### src/rtl/reg_file_sb_pkg.sv
// Shared constants for the RV32I register file with busy scoreboard.
package reg_file_sb_pkg;

    localparam int unsigned XLEN_DEF   = 32;
    localparam int unsigned NREGS_DEF  = 32;
    localparam int unsigned NUM_RD_DEF = 2;
    localparam int unsigned BYPASS_DEF = 1;
    // Architectural zero register index.
    localparam int unsigned X0         = 0;

endpackage

### src/rtl/rf_scoreboard.sv
// Per-register busy tracking for in-flight producers; feeds RAW hazard detection in decode.
module rf_scoreboard
    import reg_file_sb_pkg::*;
#(
    parameter int unsigned NREGS  = NREGS_DEF,
    parameter int unsigned NUM_RD = NUM_RD_DEF,
    parameter int unsigned AW     = $clog2(NREGS)
) (
    input  logic                 i_clk,
    input  logic                 i_rst,
    input  logic [NUM_RD*AW-1:0] i_RA,
    output logic [NUM_RD-1:0]    o_BUSY,
    input  logic                 i_WE,
    input  logic [AW-1:0]        i_WA,
    input  logic                 i_ISSUE,
    input  logic [AW-1:0]        i_ISSUE_RD,
    output logic                 o_ANY_BUSY
);

    logic [NREGS-1:0] busy_q;
    logic [NREGS-1:0] busy_d;

    // Next busy vector: a new issue beats a completing write to the same register.
    always_comb begin
        busy_d = busy_q;
        for (int unsigned r = 1; r < NREGS; r++) begin
            if (i_ISSUE && (i_ISSUE_RD == AW'(r))) begin
                busy_d[r] = 1'b1;
            end else if (i_WE && (i_WA == AW'(r))) begin
                busy_d[r] = 1'b0;
            end
        end
        busy_d[X0] = 1'b0;
    end

    // Busy state register; reset drops all pending producers.
    always_ff @(posedge i_clk) begin
        if (i_rst) begin
            busy_q <= '0;
        end else begin
            busy_q <= busy_d;
        end
    end

    // Busy lookup per read port comes from registered state only.
    for (genvar p = 0; p < NUM_RD; p++) begin : g_busy
        assign o_BUSY[p] = !i_rst && busy_q[i_RA[p*AW +: AW]];
    end

    assign o_ANY_BUSY = !i_rst && (|busy_q);

endmodule

### src/rtl/reg_file_sb.sv
// Integer register file with x0 hardwired to zero, optional write bypass and busy scoreboard.
module reg_file_sb
    import reg_file_sb_pkg::*;
#(
    parameter int unsigned XLEN   = XLEN_DEF,
    parameter int unsigned NREGS  = NREGS_DEF,
    parameter int unsigned NUM_RD = NUM_RD_DEF,
    parameter int unsigned BYPASS = BYPASS_DEF,
    parameter int unsigned AW     = $clog2(NREGS)
) (
    input  logic                   i_clk,
    input  logic                   i_rst,
    input  logic [NUM_RD*AW-1:0]   i_RA,
    output logic [NUM_RD*XLEN-1:0] o_RD,
    output logic [NUM_RD-1:0]      o_BUSY,
    input  logic                   i_WE,
    input  logic [AW-1:0]          i_WA,
    input  logic [XLEN-1:0]        i_WD,
    input  logic                   i_ISSUE,
    input  logic [AW-1:0]          i_ISSUE_RD,
    output logic                   o_ANY_BUSY
);

    logic [XLEN-1:0] xreg_q [NREGS];
    logic            write_en_c;

    // Writes targeting x0 are dropped here so they neither store nor bypass.
    assign write_en_c = i_WE && (i_WA != AW'(X0));

    // Data array update; entry 0 is never written and stays zero.
    always_ff @(posedge i_clk) begin
        if (i_rst) begin
            for (int unsigned r = 0; r < NREGS; r++) begin
                xreg_q[r] <= '0;
            end
        end else if (write_en_c) begin
            xreg_q[i_WA] <= i_WD;
        end
    end

    // Combinational read ports with optional same-cycle write forwarding.
    for (genvar p = 0; p < NUM_RD; p++) begin : g_rd
        logic [AW-1:0]   ra_c;
        logic [XLEN-1:0] rd_c;

        assign ra_c = i_RA[p*AW +: AW];

        // Select stored value, forwarded write data, or forced zero.
        always_comb begin
            rd_c = xreg_q[ra_c];
            if ((BYPASS != 0) && write_en_c && (i_WA == ra_c)) begin
                rd_c = i_WD;
            end
            if (i_rst || (ra_c == AW'(X0))) begin
                rd_c = '0;
            end
        end

        assign o_RD[p*XLEN +: XLEN] = rd_c;
    end

    rf_scoreboard #(
        .NREGS  (NREGS),
        .NUM_RD (NUM_RD),
        .AW     (AW)
    ) u_scoreboard (
        .i_clk      (i_clk),
        .i_rst      (i_rst),
        .i_RA       (i_RA),
        .o_BUSY     (o_BUSY),
        .i_WE       (i_WE),
        .i_WA       (i_WA),
        .i_ISSUE    (i_ISSUE),
        .i_ISSUE_RD (i_ISSUE_RD),
        .o_ANY_BUSY (o_ANY_BUSY)
    );

endmodule

### config.mk
export PLATFORM = sky130hd
export DESIGN_NAME = reg_file_sb
export DESIGN_NICKNAME = d
export VERILOG_FILES = /design/src/rtl/reg_file_sb_pkg.sv /design/src/rtl/rf_scoreboard.sv /design/src/rtl/reg_file_sb.sv
export SDC_FILE = /design/constraint.sdc
export NUM_CORES = 2
export LEC_CHECK = 0
export CAP_MARGIN = 20
export CORE_UTILIZATION = 33
export DETAILED_ROUTE_END_ITERATION = 16
export GPL_ROUTABILITY_DRIVEN = 0
export SYNTH_ARGS = -nofsm -noshare
export SYNTH_HDL_FRONTEND = slang
export SYNTH_SLANG_ARGS = --single-unit
### constraint.sdc
create_clock -name i_clk -period 12.55 [get_ports i_clk]
set_input_delay 2.51 -clock i_clk [delete_from_list [all_inputs] [get_ports i_clk]]
set_output_delay 2.51 -clock i_clk [all_outputs]
set_load 0.02 [all_outputs]
# Yosys cells after proc, flatten, opt, wreduce, memory -nomap -nowiden

Memory sizes are Yosys's and may differ from the RTL's.
Index checks and enable logic that the tools add are counted.
W data, S select, Z words.

Register bits: 32
Bits in writable memories: 1024
Input port bits: 56
Output and inout bits: 67
Word-level logic and storage cells: 284
Memories kept: 1

$lt $le $gt $ge: 2
Equality and inequality tests: 64
Muxes and demuxes: 78
Reductions and logical operators: 107

Memories:

| memory | depth | bits a word | rd ports | clocked after Yosys merged registers in | write ports | RTL line          | text |
|---|---|---|---|---|---|---|---|
| xreg_q | 32    | 32          | 2        | 0                                       | 32          | reg_file_sb.sv:24 | `logic [XLEN-1:0] xreg_q [NREGS];` |

Operator list:

| operator             | count |
|---|---|
| $eq A5 B5 Y1 const B | 32 |
| $mux W32             | 5 |
| $eq A5 B4 Y1 const B | 16 |
| $mux W1              | 70 |
| $logic_and A1 B1 Y1  | 68 |
| $reduce_or A32 Y1    | 2 |
| $reduce_bool A2 Y1   | 31 |
| $eq A5 B3 Y1 const B | 8 |
| $eq A5 B2 Y1 const B | 4 |
| $lt A5 B6 Y1 const B | 2 |
| $bmux W1 S5          | 2 |
| $eq A5 B1 Y1 const B | 2 |
| $eq A5 B5 Y1         | 2 |
| $logic_not A5 Y1     | 2 |
| $mux W5              | 1 |
| $reduce_bool A5 Y1   | 1 |
| $logic_or A1 B1 Y1   | 2 |
| $logic_not A1 Y1     | 1 |

# Depth between registers and ports, before layout

Word-level depth: 7
Depth in mapped cells: 9
Depth with buffers taken out: 5

# Modules after synthesis

From an unflattened synthesis, not the netlist that was laid out.

Cell total of the unflattened synthesis: 4025
Area total of the unflattened synthesis: 56959.6 um^2

Modules (own cells, without submodules):

| module        | instances | cells an instance | area an instance (um^2) |
|---|---|---|---|
| reg_file_sb   | 1         | 3799              | 55032.8 |
| rf_scoreboard | 1         | 226               | 1926.8 |

# Worst setup path before layout

Ideal clock, no wire load.

Kind: input port to output port
Start: input i_WA[1]
End: output o_RD[18]
Arrival time: 4422 ps
Data required time: 10040 ps
Setup slack: 5618 ps
Cell stages on the path: 6
Path through: buf_2 > or4_4 > o21ai_2 > o31ai_1 > clkbuf_1 > o31ai_1

Longest elaborated chain between the ends: 5
Elaborated cells between the ends (all ways): 6

RTL lines:

| what                    | RTL line          | text |
|---|---|---|
| start, declared         | reg_file_sb.sv:17 | `input logic [AW-1:0] i_WA,` |
| $reduce_bool A5 Y1      | reg_file_sb.sv:28 | `assign write_en_c = i_WE && (i_WA != AW'(X0));` |
| $logic_and A1 B1 Y1     | reg_file_sb.sv:28 |  |
| $logic_and A1 B1 Y1 (*) | reg_file_sb.sv:51 | `if ((BYPASS != 0) && write_en_c && (i_WA == ra_c)) begin` |
| $mux W32 (*)            | reg_file_sb.sv:51 |  |
| $mux W32 (*)            | reg_file_sb.sv:54 | `if (i_rst \|\| (ra_c == AW'(X0))) begin` |
| end, declared           | reg_file_sb.sv:14 | `output logic [NUM_RD*XLEN-1:0] o_RD,` |

Mark *: on every way between the ends. The rest lies on a longest branch, timed or not.

# Final worst setup path

Start: input i_RA[1]
End: output o_RD[30]

Longest elaborated chain between the ends: 4
Elaborated cells between the ends (all ways): 7

RTL lines:

| what                                                    | RTL line          | text |
|---|---|---|
| start, declared                                         | reg_file_sb.sv:13 | `input logic [NUM_RD*AW-1:0] i_RA,` |
| branches (longest 3 deep; another with $mem_v2 Z32 W32) | n/a               |  |
| $mux W32 (*)                                            | reg_file_sb.sv:54 |  |

Mark *: on every way between the ends.

==> flow_metrics.py <==
metrics = {
    "run_status": {
        "status": "finished with violations",
        "violations": "design-rule violations",
    },
    "setup_path": {
        "startpoint_type": "input port",
        "critPathBufInv": 4,
        "arrival_ps": 6920,
        "critPathMaxFanout": 75,
        "crit_type": "in -> out",
        "cp.required_ps": 10040,
        "crit_top_cell": "buf_4",
        "critical_path.startpoint": "i_RA[1]",
        "cpMaxStageDelayCell": "buf_4",
        "crit_chain": "buf_8 > buf_4 > nor3_1 > a21o_1 > nor4_2 > buf_4 > nand2_1 > o21ai_1 > clkdlybuf4s50_1",
        "r2r-start": "u_scoreboard.busy_q[31]$_SDFFE_PP0P_",
        "end_kind": "primary output",
        "critPathTopFamily": "buffers and inverters",
        "critPathMaxStageDelay_ps": 870,
    },
    "final_layout": {
        "drive_gt1_frac": 0.208,
        "fin_util": 0.379,
        "area_delta_synth_final_pct": 14.0,
        "nFillCells": 15900,
        "nets": 4016,
    },
    "floorplanning": {
        "die_height_um": 417,
        "dieArea_um2": 174000,
        "start_util": 0.332,
        "die_w_um": 417,
        "ioPinCount": 123,
        "core_area_um2": 171000,
        "std_cell_rows": 152,
    },
    "clock_network": {
        "cts.sinks": 1055,
        "clockRootBuffer": "clkbuf_16",
        "clockBufferDepth": 3,
        "cts_buffers": 108,
        "cts_resized": 0,
        "clock_latency_ps": 740,
        "cts_setup_buffers": 0,
        "htreeDepth": 3,
        "cts_tree": "yes",
        "cts_hold_buf": 0,
        "clkTransAtPathRegs_ps": 50,
    },
    "routing": {
        "drt-pass1-iter-count": 13,
        "drcViolationCount": 6,
        "drt-total-wl_um": 215000,
        "drt-initial-drc-count": 5728,
        "routed_via_density": 6.08,
        "wl_per_cell_um": 33.7,
        "ant_nets": 0,
        "dr_total_vias": 38700,
    },
    "sta": {
        "report.final.slew_viol_count": 0,
        "final-hold-violation-count": 0,
        "timing.final.crit_share": 0.752,
        "setup_tns_ps": 0,
        "worstMarginPinSlew_ps": 1140,
        "skew_ps": 0,
        "maxSlewHeadroom": 0.236,
        "rsz0062_at_grt": "no",
        "min_period_ps": 9430,
        "fmax_ghz": 0.106,
        "finalSetupViolations": 0,
    },
    "job": {
        "maxCapViolCount": 0,
    },
    "hold_path": {
        "min-delay-start": "u_scoreboard.busy_q[27]$_SDFFE_PP0P_",
        "hp-class": "reg -> reg",
    },
    "global_routing": {
        "grt_pass1_vias": 37700,
        "overflow": 0,
        "grt_first_pass_wirelength_um": 297000,
        "grt_max_degree": 93,
        "grtUsageTotal": 0.242,
        "antenna_found_initial": 26,
    },
    "synthesis": {
        "yosysMostFrequentCell": "edfxtp_1",
        "synth_area_per_cell_um2": 14.3,
        "yosysSeqAreaShare": 0.551,
        "synth_edf_count": 1024,
        "synth_common_cells": "edfxtp_1, and2_1, mux4_2",
        "syn-instance-count": 3992,
        "yosys_most_used_dff": "edfxtp_1",
        "synth_area_leaders": "edfxtp_1, mux4_2, and2_1",
        "async_flop_share": 0,
        "netlist.area_leader.share": 0.540,
        "ys_ff_latch": 1055,
        "ys_types": 50,
        "yosysWarnings": 0,
        "synth_top_area_cell": "edfxtp_1",
        "syn-cell-area_um2": 56900,
    },
    "power": {
        "p_clk_frac": 0.387,
        "max-vdd-ir-drop_uv": 110,
        "comb_power_share": 0.131,
        "p_per_area_nw_per_um2": 133,
        "leakagePower_nw": 22.1,
        "power.switching_mw": 2.29,
        "intPower_mw": 6.33,
        "switching_share": 0.265,
        "power_frac_seq": 0.483,
    },
    "placed_design": {
        "dp_hpwl_um": 122000,
        "portBuffers": 122,
    },
}
-- cells in the final DEF (no fill, tap or decap), types with 36 or more instances in the layout --
cell type        count
mux2i_1            290
a22oi_1             49
nor2b_1             41
edfxtp_1          1024
a21oi_1             97
clkbuf_16          112
buf_4              132
nand2_1             58
and2_1             992
clkdlybuf4s50_1    112
mux2_2              36
o221ai_1            47
a221oi_1            82
a211oi_1            65
mux4_2             398
-- cells by family after synthesis --
group | Yosys count | synth area share
AOI/OAI and AO/OA | 575 | 0.0739
muxes | 724 | 0.216
other | 1 | 0.0000659
DFF | 1055 | 0.551
and+or+nand+nor | 1184 | 0.125
buffers and inverters | 443 | 0.0321
xor gates and xnor gates | 10 | 0.00154
-- worst paths after layout --
check	endpoint	slack (ps)	cells after the start
max	o_RD[30]	3120	9
min	u_scoreboard.busy_q[27]$_SDFFE_PP0P_	520	2
max reg2reg	u_scoreboard.busy_q[31]$_SDFFE_PP0P_	11750	2
min reg2reg	u_scoreboard.busy_q[27]$_SDFFE_PP0P_	520	2
-- worst register-to-register path: stages (launching register included) --
cell and delay, ps:
dfxtp_1 440, o21ai_0 130, a21oi_1 160
-- sequential cells by signal, summed over array words and instances (netlist names) --
register	flops
xreg_q	1024
u_scoreboard.busy_q	31
-- layer usage --
metal	share of wire	global-route usage	vias up
met5	0.00021	0	-
met3	0.10	0.0446	621
met2	0.46	0.384	2645
li1	-	-	15400
met1	0.37	0.307	20100
met4	0.069	0.150	6
-- through the flow --
stage / setup slack (ps) / std cells / power, mW / instance area [um^2] / hold WS [ps]
4_1_cts: 3240 / 6359 / 8.61 / 64800 / 513
3_5_place_dp: 3250 / 6156 / 5.33 / 61200 / 502
3_3_place_gp: 3210 / 6153 / 5.32 / 61100 / 489
5_1_grt: 3140 / 6365 / 8.80 / 64900 / 531
6_report: 3120 / 6371 / 8.61 / 64900 / 517
2_1_floorplan: 5620 / 4023 / 4.86 / 57000 / 473
-- power by group through the flow --
stage	Combinational [mW]	Sequential [mW]	Clock [mW]
finish	1.13	4.16	3.33
global route	1.15	4.18	3.47
CTS	1.10	4.15	3.35
detailed placement	1.10	4.23	0
global placement	1.10	4.22	0
floorplan	0.661	4.20	0
-- layout make-up --
type,count,area (um^2),share of cell area
flip-flops and latches,1055,31400,0.483
multi-input cells,2525,24500,0.378
well taps,2310,2890,0.0445
clock buffers,126,2820,0.0435
repair buffers,264,2460,0.0380
clock inverters,77,791,0.0122
inverters,6,22.5,0.000347
diodes,8,20.0,0.000308
Power figures use the tool's default switching activity.
